<file path="src/rtl/vdp_vram_arbiter.sv">
// Shares the single VDP VRAM port among screen, sprite, CPU and command requesters.
// One access per cycle, one read in flight, with a read timeout and an initial-busy block.
//
// state     | meaning
// ----------+---------------------------------------------------------
// S_IDLE    | may grant one requester per cycle (writes run back-to-back)
// S_RD_WAIT | one read outstanding; no grants until data or timeout
module vdp_vram_arbiter #(
    parameter int NREQ    = 4,
    parameter int TIMEOUT = 64
) (
    input  logic                 clk,
    input  logic                 reset_n,
    input  logic                 initial_busy,
    input  logic [NREQ-1:0]      req_valid,
    input  logic [NREQ-1:0]      req_write,
    input  logic [NREQ*17-1:0]   req_address,
    input  logic [NREQ*8-1:0]    req_wdata,
    output logic [NREQ-1:0]      req_ready,
    output logic [31:0]          req_rdata,
    output logic [NREQ-1:0]      req_rdata_en,
    output logic [16:0]          vram_address,
    output logic                 vram_write,
    output logic                 vram_valid,
    output logic [7:0]           vram_wdata,
    input  logic [31:0]          vram_rdata,
    input  logic                 vram_rdata_en,
    output logic                 timeout_err
);

    localparam int TW = $clog2(TIMEOUT + 1);

    typedef enum logic {
        S_IDLE    = 1'b0,
        S_RD_WAIT = 1'b1
    } state_t;

    state_t          state_q, state_d;
    logic [1:0]      owner_q, owner_d;
    logic [TW-1:0]   timer_q, timer_d;
    logic            rr_q, rr_d;
    logic            vram_valid_q, vram_valid_d;
    logic [16:0]     vram_address_q, vram_address_d;
    logic            vram_write_q, vram_write_d;
    logic [7:0]      vram_wdata_q, vram_wdata_d;
    logic [31:0]     rdata_q, rdata_d;
    logic [NREQ-1:0] rdata_en_q, rdata_en_d;
    logic            terr_q, terr_d;

    logic [16:0]     addr_arr  [NREQ];
    logic [7:0]      wdata_arr [NREQ];
    logic            grant_vld;
    logic [1:0]      grant_idx;

    always_comb begin
        for (int i = 0; i < NREQ; i++) begin
            addr_arr[i]  = req_address[i*17 +: 17];
            wdata_arr[i] = req_wdata[i*8 +: 8];
        end
    end

    // Fixed priority 0 > 1, then 2/3 share by round-robin (rr_q=0 tries 2 first).
    always_comb begin
        grant_vld = 1'b0;
        grant_idx = 2'd0;
        if (reset_n && state_q == S_IDLE && !initial_busy) begin
            grant_vld = 1'b1;
            if (req_valid[0]) begin
                grant_idx = 2'd0;
            end else if (req_valid[1]) begin
                grant_idx = 2'd1;
            end else if (req_valid[2] && req_valid[3]) begin
                grant_idx = rr_q ? 2'd3 : 2'd2;
            end else if (req_valid[2]) begin
                grant_idx = 2'd2;
            end else if (req_valid[3]) begin
                grant_idx = 2'd3;
            end else begin
                grant_vld = 1'b0;
            end
        end
    end

    always_comb begin
        req_ready = '0;
        if (grant_vld) begin
            req_ready[grant_idx] = 1'b1;
        end
    end

    always_comb begin
        state_d        = state_q;
        owner_d        = owner_q;
        timer_d        = timer_q;
        rr_d           = rr_q;
        vram_valid_d   = 1'b0;
        vram_address_d = vram_address_q;
        vram_write_d   = vram_write_q;
        vram_wdata_d   = vram_wdata_q;
        rdata_d        = rdata_q;
        rdata_en_d     = '0;
        terr_d         = terr_q;
        case (state_q)
            S_IDLE: begin
                if (grant_vld) begin
                    vram_valid_d   = 1'b1;
                    vram_address_d = addr_arr[grant_idx];
                    vram_write_d   = req_write[grant_idx];
                    vram_wdata_d   = wdata_arr[grant_idx];
                    if (grant_idx[1]) begin
                        rr_d = ~grant_idx[0];
                    end
                    if (!req_write[grant_idx]) begin
                        owner_d = grant_idx;
                        timer_d = TW'(TIMEOUT - 1);
                        state_d = S_RD_WAIT;
                    end
                end
            end
            S_RD_WAIT: begin
                // Real data wins over a timeout landing in the same cycle.
                if (vram_rdata_en) begin
                    rdata_d             = vram_rdata;
                    rdata_en_d[owner_q] = 1'b1;
                    state_d             = S_IDLE;
                end else if (timer_q == '0) begin
                    rdata_d             = '0;
                    rdata_en_d[owner_q] = 1'b1;
                    terr_d              = 1'b1;
                    state_d             = S_IDLE;
                end else begin
                    timer_d = timer_q - TW'(1);
                end
            end
            default: state_d = S_IDLE;
        endcase
    end

    always_ff @(posedge clk) begin
        if (!reset_n) begin
            state_q        <= S_IDLE;
            owner_q        <= 2'd0;
            timer_q        <= '0;
            rr_q           <= 1'b0;
            vram_valid_q   <= 1'b0;
            vram_address_q <= '0;
            vram_write_q   <= 1'b0;
            vram_wdata_q   <= '0;
            rdata_q        <= '0;
            rdata_en_q     <= '0;
            terr_q         <= 1'b0;
        end else begin
            state_q        <= state_d;
            owner_q        <= owner_d;
            timer_q        <= timer_d;
            rr_q           <= rr_d;
            vram_valid_q   <= vram_valid_d;
            vram_address_q <= vram_address_d;
            vram_write_q   <= vram_write_d;
            vram_wdata_q   <= vram_wdata_d;
            rdata_q        <= rdata_d;
            rdata_en_q     <= rdata_en_d;
            terr_q         <= terr_d;
        end
    end

    assign vram_valid   = vram_valid_q;
    assign vram_address = vram_address_q;
    assign vram_write   = vram_write_q;
    assign vram_wdata   = vram_wdata_q;
    assign req_rdata    = rdata_q;
    assign req_rdata_en = rdata_en_q;
    assign timeout_err  = terr_q;

endmodule

</file>
<file path="config.mk">
export PLATFORM = sky130hd
export DESIGN_NAME = vdp_vram_arbiter
export DESIGN_NICKNAME = d
export VERILOG_FILES = /design/src/rtl/vdp_vram_arbiter.sv
export SDC_FILE = /design/constraint.sdc
export NUM_CORES = 1
export LEC_CHECK = 0
export BUFFER_PORTS_ARGS = -buffer_cell sky130_fd_sc_hd__buf_2
export CORE_MARGIN = 8
export CORE_UTILIZATION = 46
export DETAILED_ROUTE_END_ITERATION = 10
export PLACE_DENSITY = 0.87
export SLEW_MARGIN = 30
export SYNTH_ARGS = -nofsm -noshare
export SYNTH_HDL_FRONTEND = slang
export SYNTH_SLANG_ARGS = --single-unit
</file>
<file path="constraint.sdc">
create_clock -name clk -period 3.6 [get_ports clk]
set_input_delay 0.18 -clock clk [delete_from_list [all_inputs] [get_ports clk]]
set_output_delay 0.18 -clock clk [all_outputs]
set_load 0.05 [all_outputs]
</file>
==> results.toml, run 1 <==
[clocking]
numCtsBuffers = 9
clk_latency_ns = 0.36
hold_buffers = 0
cts_root_buffer = "clkbuf_8"
h-tree-depth = 3
cts.sinks = 75
clk_pin_slew_ns = 0.09
cts_buffer_depth = 2
cts_setup_buffers = 0
cts_resized = 0
cts_tree = "done"

[global_route]
grt_pass1_vias = 3700
grt_pass1_wl_mm = 17.5
antenna_found_initial = 0
grt_overflow = 0
grt_max_degree = 44
groute.usage.overall = 0.216

[placed_design]
io_buffers = 211
post-dp-hpwl_mm = 8.69
placed_cell_area_um2 = 4400
dp_cells = 637
place.gp.congestion = 0.824

[timing]
rsz0062_at_grt = "no"
finClkSkew_ns = 0.0119
setup_tns_ns = 0
fmax_ghz = 0.389
post-route-min-period_ns = 2.57
finalHoldViolCount = 0
finalMaxSlewViolations = 0
min_period_over_period = 0.713
max_slew_margin = 0.385
worst_pin_slew_ns = 0.922
setup_viol = 0

[routing]
drt_iter0_drc = 149
wl_per_cell_um = 17.3
first_pass_iters = 6
met1_length_mm = 4.32
highest_layer = "met4"
route.met2.wl_mm = 5.99
vias_per_cell = 5.64
ant_nets = 0
drc = 0
wl_mm = 11.3
wl_met3_um = 838
num_vias = 3686

[die]
fp.coreArea_um2 = 7100
ios = 212
die_w_um = 101
die_y_um = 101
initial_core_util = 0.463
row_count = 31
die_area_um2 = 10100

[final_layout]
final_cells = 653
area_growth_syn_to_layout_pct = 40.5
fin_util = 0.651
fillers = 608
final_common_cell = "buf_2"
antenna_cells = 0
final_nets = 695
drive_gt1_frac = 0.451
final_area_um2 = 4620
layout_common_cells = "buf_2 (211), dfxtp_1 (75), a22oi_1 (57), nor2_1 (56), a21oi_1 (20)"

[worst_setup_path]
critPathTopFamily = "simple AND/OR/NAND/NOR gates"
slowest_delay_ns = 0.58
cp_num_buf_inv = 2
arrival_ns = 2.39
crit_fanout = 17
cp_num_cells = 5
required_ns = 3.42
path_class = "reg -> out"
cp-end-kind = "output port"
crit_path_top_delay_cell = "nor3_4"
ff2ff_path_depth = 5
cp-start-kind = "register"
worstPathCellList = "nor3b_2 -> nand3b_1 -> nor3_4 -> buf_4 -> buf_2"

[synth]
syn-mean-instance-area_um2 = 9.40
synthArstFlopShare = 0
ys.flop_type = "dfxtp_1"
syn_inst = 350
ys_ff_latch = 75
yosysSeqAreaShare = 0.456
yosysWarnings = 0
syn-num-nets = 496
synth_edf_count = 0
yosysUniqueCellTypes = 47
netlist_area_um2 = 3290

[pwr]
cellPowerDensity_nw_per_um2 = 428
p_leak_nw = 2.23
peakVddDrop_mv = 0.244

[job]
cap_viol_max_count = 0

[worst_hold_path]
hold_path.class = "in -> reg"
whs_path_depth = 3

[outcome]
run_status = "finished clean"
==> Yosys cell counts, drive strengths merged (3+ instances only) <==
cell    instances  area share
a21o            3      0.0068
nand2           6      0.0091
buf            14       0.025
a221oi         15       0.047
dfxtp          75        0.46
clkbuf         15       0.017
a221o          12       0.037
inv             4      0.0046
a22oi          57        0.13
and2            4      0.0076
o21ai          18       0.027
a21oi          21       0.032
nor2           56       0.064
nor3b           3      0.0099
o221a          12       0.041
nor4            5       0.011
==> power by group <==
| group | switching [W] | leakage [nW] | internal [W] |
|---|---|---|---|
| logic | 0.000250 | 1.51 | 0.000143 |
| registers | 0.0000219 | 0.611 | 0.000865 |
| clock network | 0.000357 | 0.110 | 0.000341 |
| total | 0.000629 | 2.23 | 0.00135 |
==> worst paths after layout <==
kind	startpoint	to	slack, ns
worst max-delay path	state_q$_SDFF_PN0_	req_ready[3]	1.03
worst min-delay path	vram_rdata[30]	req_rdata[30]$_SDFFE_PN0P_	0.07
worst max register to register	state_q$_SDFF_PN0_	vram_wdata[4]$_SDFFE_PN0P_	1.34
worst min register to register	owner_q[1]$_SDFFE_PN0P_	req_rdata_en[1]$_SDFF_PN0_	0.50
==> metrics by stage <==
step / hold WS (ns) / power (W) / worst slack (ns)
after global routing: 0.0708 / 0.00207 / 0.833
after CTS: 0.0541 / 0.00199 / 1.02
after floorplan: 0.343 / 0.00115 / 1.79
final: 0.0666 / 0.00198 / 1.03
after detailed placement: 0.439 / 0.00130 / 1.33
after global placement: 0.425 / 0.00128 / 1.41
==> worst min-delay path: cells and delay by family <==
kind                   cells  cell delay, ns
and+or+nand+nor            1            0.07
buffers and inverters      1            0.07
AOI/OAI and AO/OA          1            0.06
==> logic make-up after synthesis <==
| group | share of synthesized area |
|---|---|
| flops | 0.456 |
| xor+xnor | 0.0107 |
| compound gates | 0.341 |
| mux | 0.00609 |
| simple gates | 0.129 |
| buf+inv | 0.0487 |
| fa+ha+maj | 0.00761 |
==> flip-flops by register name, summed over array words and instances (netlist names) <==
| signal | cells |
|---|---|
| timer_q | 7 |
| state_q | 1 |
| vram_valid | 1 |
| vram_wdata | 8 |
| vram_write | 1 |
| owner_q | 2 |
| rr_q | 1 |
| timeout_err | 1 |
| vram_address | 17 |
| req_rdata | 32 |
| req_rdata_en | 4 |
==> layout make-up <==
cell class                 count  area, um2  share of cell area
clock buffer                   9        124              0.0268
tap                           99        124              0.0268
timing repair buffer         217       1100               0.238
inverter                       6       22.5             0.00487
sequential                    75       1500               0.325
multi-input combinational    240       1660               0.359
clock inverter                 7       90.1              0.0195
==> layer usage <==
layer	GRT usage	vias to the layer above
met5	0	-
met4	0.0674	0
met3	0.0670	19
met2	0.388	173
met1	0.236	1750
li1	-	1744
Note: power is estimated with default switching activity, not from simulation.
==> run 2, diff against run 1 <==
CORE_UTILIZATION = 42   (was 46)
PLACE_DENSITY = 0.81   (was 0.87)
clock period = 2.69 ns   (was 3.6 ns; I/O delays follow)
==> run 2 against run 1 <==
  * Worst setup slack got worse by 0.63 ns
  * Critical path type unchanged
  * Final cell count up 1.1%
  * Register-to-register slack got worse by 0.70 ns
  * Sequential share of layout area is 0.25 points lower
  * Via count increased by 0.41%
  * Clock power up 37%
  * Largest cell class unchanged
  * Non-clock buffer count rose by 4
  * Largest power group unchanged
  * Flip-flop and latch count unchanged
==> results.toml, run 2 (synthesis gave the netlist of run 1 again) <==
[outcome]
run_status = "finished clean"

[placed_design]
post-dp-hpwl_mm = 8.80
place.gp.congestion = 0.828
dp_cells = 644
placed_cell_area_um2 = 4430
io_buffers = 211

[global_route]
grt_pass1_vias = 3785
antenna_found_initial = 0
groute.usage.overall = 0.205
grt_overflow = 0
grt_max_degree = 33
grt_pass1_wl_mm = 18.8

[worst_hold_path]
whs_path_depth = 3
hold_path.class = "in -> reg"

[clocking]
cts_buffer_depth = 2
cts_setup_buffers = 0
cts.sinks = 75
cts_resized = 0
cts_tree = "done"
clk_latency_ns = 0.34
hold_buffers = 0
h-tree-depth = 3
numCtsBuffers = 9
cts_root_buffer = "clkbuf_8"
clk_pin_slew_ns = 0.09

[die]
die_y_um = 105
die_w_um = 105
row_count = 32
ios = 212
die_area_um2 = 10900
fp.coreArea_um2 = 7650
initial_core_util = 0.430

[final_layout]
fin_util = 0.609
final_nets = 699
antenna_cells = 0
layout_common_cells = "buf_2 (211), dfxtp_1 (75), a22oi_1 (57), nor2_1 (56), a21oi_1 (21)"
drive_gt1_frac = 0.452
largest_reg_flops = 32
final_common_cell = "buf_2"
final_area_um2 = 4660
final_cells = 660
area_growth_syn_to_layout_pct = 41.6

[routing]
drc = 0
num_vias = 3701
ant_nets = 0
vias_per_cell = 5.61
wl_mm = 11.6
drt_iter0_drc = 189
wl_per_cell_um = 17.6
first_pass_iters = 5

[worst_setup_path]
ff2ff_path_depth = 6
crit_fanout = 22
reg2reg_setup_slack_ns = 0.64
arrival_ns = 2.15
required_ns = 2.56
path_class = "reg -> out"
cp-start-kind = "register"
cp-end-kind = "output port"

[job]
cap_viol_max_count = 0

[timing]
rsz0062_at_grt = "no"
setup_tns_ns = 0
finalHoldViolCount = 0
setup_viol = 0
fmax_ghz = 0.438
post-route-min-period_ns = 2.28
max_slew_margin = 0.469
finClkSkew_ns = 0.00931
finalMaxSlewViolations = 0
worst_pin_slew_ns = 0.794
min_period_over_period = 0.849

[pwr]
peakVddDrop_mv = 0.274
cellPowerDensity_nw_per_um2 = 574
p_leak_nw = 2.25
[run 2: critical path: stages, from the launching register on]
cell,delay (ns)
dfxtp_1,0.37
nor3b_2,0.22
nand3b_1,0.25
nor3_4,0.32
buf_4,0.33
buf_2,0.31
[run 2: worst paths after layout]
kind                                 from                         end
setup / recovery       state_q$_SDFF_PN0_                req_ready[3]
setup reg to reg  timer_q[2]$_SDFFE_PN0P_   req_rdata[6]$_SDFFE_PN0P_
hold / removal             vram_rdata[20]  req_rdata[20]$_SDFFE_PN0P_
hold reg to reg   owner_q[1]$_SDFFE_PN0P_  req_rdata_en[1]$_SDFF_PN0_
[run 2: where the power goes]
part	internal (W)	switching, W	leakage, nW	total, W
sequential	0.00116	0.0000294	0.611	0.00119
combinational	0.000195	0.000334	1.54	0.000529
clock	0.000525	0.000431	0.103	0.000956
[run 2: layout make-up]
class / count / area (um2)
repair buffers: 221 / 1140
clock inverters: 6 / 88.8
multi-input cells: 240 / 1650
flip-flops and latches: 75 / 1500
inverters: 6 / 22.5
clock buffers: 10 / 128
fillers: 671 / 2990
well taps: 102 / 128
[run 2: stage by stage]
step	setup slack [ns]	hold WS, ns	power [W]
final	0.405	0.0387	0.00267
after global routing	0.243	0.0361	0.00279
after CTS	0.426	0.0277	0.00269
after detailed placement	0.416	0.391	0.00174
after global placement	0.490	0.385	0.00173
after floorplan	0.921	0.297	0.00154
[run 2: metal layers]
layer | GRT usage | part of all wire
met1 | 0.236 | 0.40
met2 | 0.362 | 0.52
met3 | 0.0384 | 0.051
met4 | 0.0869 | 0.025
met5 | 0 | 0
